$ cat src/rtl/regfile_param.sv
// Parametrised register file: NUM_RD registered read ports, one write port, an automatic
// post-reset clear sequence gated by ready, optional hardwired x0 and optional write bypass.
module regfile_param #(
    parameter int unsigned DATA_W   = 32,
    parameter int unsigned ADDR_W   = 5,
    parameter int unsigned NUM_RD   = 2,
    parameter bit          ZERO_REG = 1'b1,
    parameter bit          BYPASS   = 1'b1
) (
    input  logic                     clk,
    input  logic                     reset,
    input  logic [NUM_RD-1:0]        rd_en,
    input  logic [NUM_RD*ADDR_W-1:0] rd_addr,
    output logic [NUM_RD*DATA_W-1:0] rd_data,
    input  logic                     wr_en,
    input  logic [ADDR_W-1:0]        wr_addr,
    input  logic [DATA_W-1:0]        wr_data,
    output logic                     ready
);

    localparam int unsigned DEPTH = 2 ** ADDR_W;

    typedef enum logic [0:0] {StInit, StRun} state_e;

    state_e              state_q, state_d;
    logic [ADDR_W-1:0]   clr_ptr_q, clr_ptr_d;
    logic                ready_q, ready_d;
    logic [DATA_W-1:0]   mem_q [DEPTH];

    logic                wr_discard;
    logic                mem_we;
    logic [ADDR_W-1:0]   mem_waddr;
    logic [DATA_W-1:0]   mem_wdata;

    assign wr_discard = ZERO_REG && (wr_addr == '0);

    // The clear sequence owns the single write port while in StInit.
    always_comb begin
        state_d   = state_q;
        clr_ptr_d = clr_ptr_q;
        ready_d   = ready_q;
        mem_we    = 1'b0;
        mem_waddr = wr_addr;
        mem_wdata = wr_data;
        unique case (state_q)
            StInit: begin
                mem_we    = 1'b1;
                mem_waddr = clr_ptr_q;
                mem_wdata = '0;
                clr_ptr_d = clr_ptr_q + ADDR_W'(1);
                if (&clr_ptr_q) begin
                    state_d = StRun;
                    ready_d = 1'b1;
                end
            end
            StRun: begin
                mem_we = wr_en && !wr_discard;
            end
            default: begin
                state_d = StInit;
            end
        endcase
    end

    always_ff @(posedge clk) begin
        if (reset) begin
            state_q   <= StInit;
            clr_ptr_q <= '0;
            ready_q   <= 1'b0;
        end else begin
            state_q   <= state_d;
            clr_ptr_q <= clr_ptr_d;
            ready_q   <= ready_d;
        end
    end

    // Storage is not reset directly; the clear sequence zeroes it before ready rises.
    always_ff @(posedge clk) begin
        if (!reset && mem_we) begin
            mem_q[mem_waddr] <= mem_wdata;
        end
    end

    for (genvar i = 0; i < NUM_RD; i++) begin : g_rd
        logic [ADDR_W-1:0] addr;
        logic [DATA_W-1:0] val;
        logic [DATA_W-1:0] data_q;

        assign addr = rd_addr[i*ADDR_W +: ADDR_W];

        // Zero register wins over bypass, so a discarded x0 write never leaks out.
        always_comb begin
            if (ZERO_REG && (addr == '0)) begin
                val = '0;
            end else if (BYPASS && wr_en && (wr_addr == addr)) begin
                val = wr_data;
            end else begin
                val = mem_q[addr];
            end
        end

        always_ff @(posedge clk) begin
            if (reset) begin
                data_q <= '0;
            end else if ((state_q == StRun) && rd_en[i]) begin
                data_q <= val;
            end
        end

        assign rd_data[i*DATA_W +: DATA_W] = data_q;
    end

    assign ready = ready_q;

endmodule

$ cat config.mk
export PLATFORM = sky130hd
export DESIGN_NAME = regfile_param
export DESIGN_NICKNAME = d
export VERILOG_FILES = /design/src/rtl/regfile_param.sv
export SDC_FILE = /design/constraint.sdc
export NUM_CORES = 1
export LEC_CHECK = 0
export BUFFER_PORTS_ARGS = -buffer_cell sky130_fd_sc_hd__buf_2
export CORE_MARGIN = 2
export CORE_UTILIZATION = 54
export DETAILED_ROUTE_END_ITERATION = 7
export PLACE_DENSITY = 0.74
export SETUP_SLACK_MARGIN = 0.4
export SLEW_MARGIN = 40
export SYNTH_ARGS = -nofsm -noshare
export SYNTH_HDL_FRONTEND = slang
export SYNTH_SLANG_ARGS = --single-unit
$ cat constraint.sdc
create_clock -name clk -period 3.28 [get_ports clk]
set_clock_uncertainty 0.15 [all_clocks]
set_input_delay 0.656 -clock clk [delete_from_list [all_inputs] [get_ports clk]]
set_output_delay 0.656 -clock clk [all_outputs]
set_load 0.02 [all_outputs]
Word level (Yosys, flattened, before mapping)
Memory sizes are Yosys's and may differ from the RTL's.
Index checks and enable logic that the tools add are counted.
{"block": "word_totals", "elab_cells": 34, "memories": 1, "register_bits": 71, "ram_bits": 1024}
{"block": "classes", "n_eq_ne": 2, "addsub": 1, "n_reduce_logical": 13, "n_bitwise": 1, "n_mux": 11}
{"memory": "mem_q", "words": 32, "word_bits": 32, "read_ports": 2, "rd_ports_with_merged_regs": 0, "write_ports": 1, "line_no": "28", "source": "logic [DATA_W-1:0] mem_q [DEPTH];"}
{"operator": "$mux 32", "count": 5}
{"operator": "$logic_not 5->1", "count": 3}
{"operator": "$eq 5x5->1", "count": 2}
{"operator": "$logic_and 1x1->1", "count": 6}
{"operator": "$reduce_and 6->1", "count": 1}
{"operator": "$add 5x1->5 const B", "count": 1}
{"operator": "$mux 5", "count": 1}
{"operator": "$reduce_and 5->1", "count": 1}
{"operator": "$mux 1", "count": 4}
{"operator": "$logic_not 1->1", "count": 2}
{"operator": "$pmux 1 s2", "count": 1}
{"operator": "$not 1->1", "count": 1}

Logic depth before layout (Yosys ltp)
{"block": "logic_depth", "word_depth": 7, "depth_mapped": 8}

Least setup slack after synthesis
OpenSTA, ideal clock, no wires.
{"block": "synth_timing", "kind": "register to register", "start": "register state_q", "end": "memory mem_q[0][0] (enable)", "period_less_slack_ns": 3.453, "path_slack_ns": -0.173, "path_stages_with_launch": 6, "required_ns": 2.709, "t_arrival_ns": 2.881, "cell_sequence": "dfxtp_1 buf_1 clkbuf_1 mux2i_1 nand2_1 nor2_1"}
{"block": "synth_between", "elab_chain_cells": 5}
{"item": "start: declaration", "line_no": "25", "source": "state_e state_q, state_d;"}
{"item": "start signal: assignment", "line_no": "67", "source": "state_q <= StInit;"}
{"item": "start signal: assignment", "line_no": "71", "source": "state_q <= state_d;"}
{"item": "$not 1->1"}
{"item": "$pmux 1 s2", "line_no": "45", "source": "unique case (state_q)"}
{"item": "$logic_and 1x1->1", "line_no": "79", "source": "if (!reset && mem_we) begin"}
{"item": "$mux 1", "line_no": "79"}
{"item": "$mux 1 (implied by the code)", "line_no": "80", "source": "mem_q[mem_waddr] <= mem_wdata;"}
{"item": "end: declaration", "line_no": "28"}
Parallel ways exist; a longest one is shown, timed or not.

Worst setup path after layout
{"block": "layout_timing", "start": "register state_q", "end": "memory mem_q[7][15] (enable)"}
Same word-level chain as after synthesis.

==> impl_metrics.toml <==
[clocking]
post_cts_buffers = 0
post_cts_resized = 0
clk_latency_ps = 700
cts_max_level = 3
cts_buffer_depth = 3
hold_buffers = 0
clock_sinks = 1095
cts_buffers = 111
clk_pin_slew_ps = 60
cts_root_buffer = "clkbuf_16"
cts_tree = "yes"

[global_route]
grt_usage = 0.3360
overflow = 0
grt_max_degree = 67
grt_pass1_wl_um = 229500
grt_pass1_vias = 32720
antenna_found_initial = 2

[setup_path]
critPathSlowestCell = "dfxtp_2"
worstPathArrival_ps = 2900
cp_common_cell = "buf_4"
crit_path_start = "state_q"
r2r_start = "state_q"
cp-end-kind = "register"
cp_top_family = "buffers and inverters"
cp.buffers_inverters = 2
crit_path_start_kind = "register"
critPathMaxFanout = 17
worstPathCellList = "buf_4 -> mux2i_1 -> nor2_1 -> nand2_1 -> nor2_4 -> buf_4"
path_class = "reg2reg"
cp_slowest_stage_delay_ps = 510
worstPathRequired_ps = 3440

[power]
p_seq_frac = 0.498
power-per-cell-area_nw_per_um2 = 526.6
comb_power_share = 0.073
swShare = 0.2222
intPower_uw = 23700
switching_power_uw = 6772
ir_worst_vdd_mv = 0.3786
clkPwrFrac = 0.429
p_leak_uw = 0.01948

[final_layout]
fin_cells = 4464
fillers = 6252
utilization = 0.6285
multi_input_area_um2 = 17460
regArea_um2 = 32170
area_growth_pct = 14.98
final_layout_size_suffix_gt1_frac = 0.2591
nets = 3175

[flow_run]
max_cap_viol_count = 0

[timing]
relSlewSlack = 0.5035
fmax_ghz = 0.3659
worst_slew_pin_slew_ps = 744.8
post-route-min-period_ps = 2733
finalSetupViolCount = 0
fin_crit_sh = 0.8331
final_hold_viol_count = 0
rsz0062_at_grt = "false"
maxSlewViolCount = 0
fin_ws_ps = 547.3

[placed_design]
dp.cells = 4251
port_buffers = 116
place_congestion = 0.8610
dpl.hpwl_um = 93740
dp_slack_ps = 233.7

[die]
core_area_um2 = 92080
die_y_um = 309.3
dieArea_um2 = 95660
die_w_um = 309.3
ioPinCount = 117
rows = 111
initial_core_util = 0.5466

[synth]
synth_top_family_by_area = "multiplexers"
synth_edf_count = 1024
syn_area_um2 = 50330
synth_top_area_frac = 0.6110
synth-compound-area-share = 0.07404
synthXorXnorAreaFrac = 0.002088
muxShareOfSynthArea = 0.2321
ys.flop_type = "edfxtp_1"
synth_seq_cells = 1095
netlist_top_cells_area = "edfxtp_1, mux4_2, mux2i_1"
synthDistinctLibCells = 36
synth-simple-area-share = 0.02929
synth_seq_area_share = 0.6392
syn_nets = 3020
syn_inst = 2966
ys_async_sr_fraction = 0
syn_avg_cell_area_um2 = 16.97
ys_warn_count = 0
synth-adder-area-share = 0.0004972
yosys.area.top_type = "edfxtp_1"

[route]
route.vias.total = 32720
dr.pass1.iters = 8
wl_per_cell_um = 35.98
routed_wl_um = 160600
ant_nets = 0
viasPerCell = 7.330
first_iter_violations = 5101
drc = 0

[hold_path]
hold_class = "in2reg"
hold_path.startpoint = "wr_data[9]"

[outcome]
status = "finished, final reports clean"
==> routing by layer <==
layer | wire length, um | part of all wire | GRT usage
met1 | 55470 | 0.35 | 0.4496
met5 | 0 | 0 | 0
met2 | 73740 | 0.46 | 0.5182
met4 | 7758 | 0.048 | 0.1520
met3 | 23640 | 0.15 | 0.09229
==> cells in the mapped netlist (12+ instances only) <==
library cell	number
a21oi_1	33
a221o_1	32
a222oi_1	32
a22oi_1	322
a41oi_1	34
and2_1	36
buf_1	19
buf_2	72
buf_6	12
clkbuf_1	131
dfxtp_1	71
edfxtp_1	1024
mux2i_1	518
mux4_2	287
nand2_1	79
nand3_1	128
nor2_1	48
o21ai_0	32
==> worst paths after layout <==
path | depth (start not counted) | slack [ps] | endpoint
max | 6 | 550 | mem_q[7][15]
min | 2 | 80 | g_rd[1].data_q[9]
max reg2reg | 6 | 550 | mem_q[7][15]
min reg2reg | 1 | 340 | g_rd[1].data_q[6]
==> per-stage QoR <==
stage / TNS, ps / hold slack (ps) / total power [uW] / cell area, um^2
after floorplan: -8060 / 338.6 / 16850 / 50450
final: 0 / 75.67 / 30470 / 57870
after CTS: 0 / 40.57 / 30470 / 57830
after global routing: 0 / 60.03 / 31140 / 57870
after global placement: 0 / 320.2 / 17600 / 54050
after detailed placement: 0 / 318.5 / 17640 / 54050
==> power groups by stage <==
stage / Combinational, uW / Clock [uW] / Sequential, uW
finish: 2230 / 13100 / 15200
global route: 2290 / 13700 / 15200
CTS: 2180 / 13100 / 15200
detailed placement: 2160 / 0 / 15500
global placement: 2130 / 0 / 15500
floorplan: 1390 / 0 / 15500
==> cells by family (layout without fill, tap and decap cells) <==
group / after synthesis / count (layout)
other cells: 0 / 2
fa+ha+maj: 2 / 2
mux: 808 / 808
simple gates: 311 / 311
buf+inv: 247 / 500
xor+xnor: 12 / 12
flops: 1095 / 1095
compound gates: 491 / 491
==> area by class of cell <==
type	instances	area share
sequential	1095	0.5559
multi-input combinational	1624	0.3016
clock buffer	156	0.05442
timing repair buffer	286	0.04994
tap	1243	0.02688
clock inverter	55	0.01090
inverter	3	0.0001946
antenna	2	0.00008648
==> placed cells by master, fill, tap and decap left out, types with 4 or more instances in the layout <==
cell,instances
clkbuf_8,16
a222oi_1,32
dfxtp_1,70
nor2_1,13
xor2_1,4
mux2i_1,518
a21oi_1,32
buf_12,80
clkinv_2,21
a41oi_1,32
nand3_1,128
xnor2_1,8
buf_4,91
edfxtp_1,1024
nor2_4,35
a22oi_1,322
mux4_2,287
o21ai_0,32
clkinv_1,12
clkbuf_1,27
bufinv_16,12
nor3_1,4
buf_2,112
clkbuf_16,113
and2_2,34
nor2b_1,4
a221o_1,32
nand2_1,78
nor2b_4,6
==> worst register-to-register path, delay by kind of cell (launching register included) <==
kind	cells	cell delay [ps]
flip-flops	1	510
buffers and inverters	2	840
AND/OR/NAND/NOR	3	670
multiplexers	1	170
==> sequential cells by signal (all words and copies together), names as in the netlist <==
| name | cells |
|---|---|
| clr_ptr_q | 5 |
| g_rd.data_q | 64 |
| mem_q | 1024 |
| ready | 1 |
| state_q | 1 |
No activity file was read; power rests on OpenSTA's default activity.
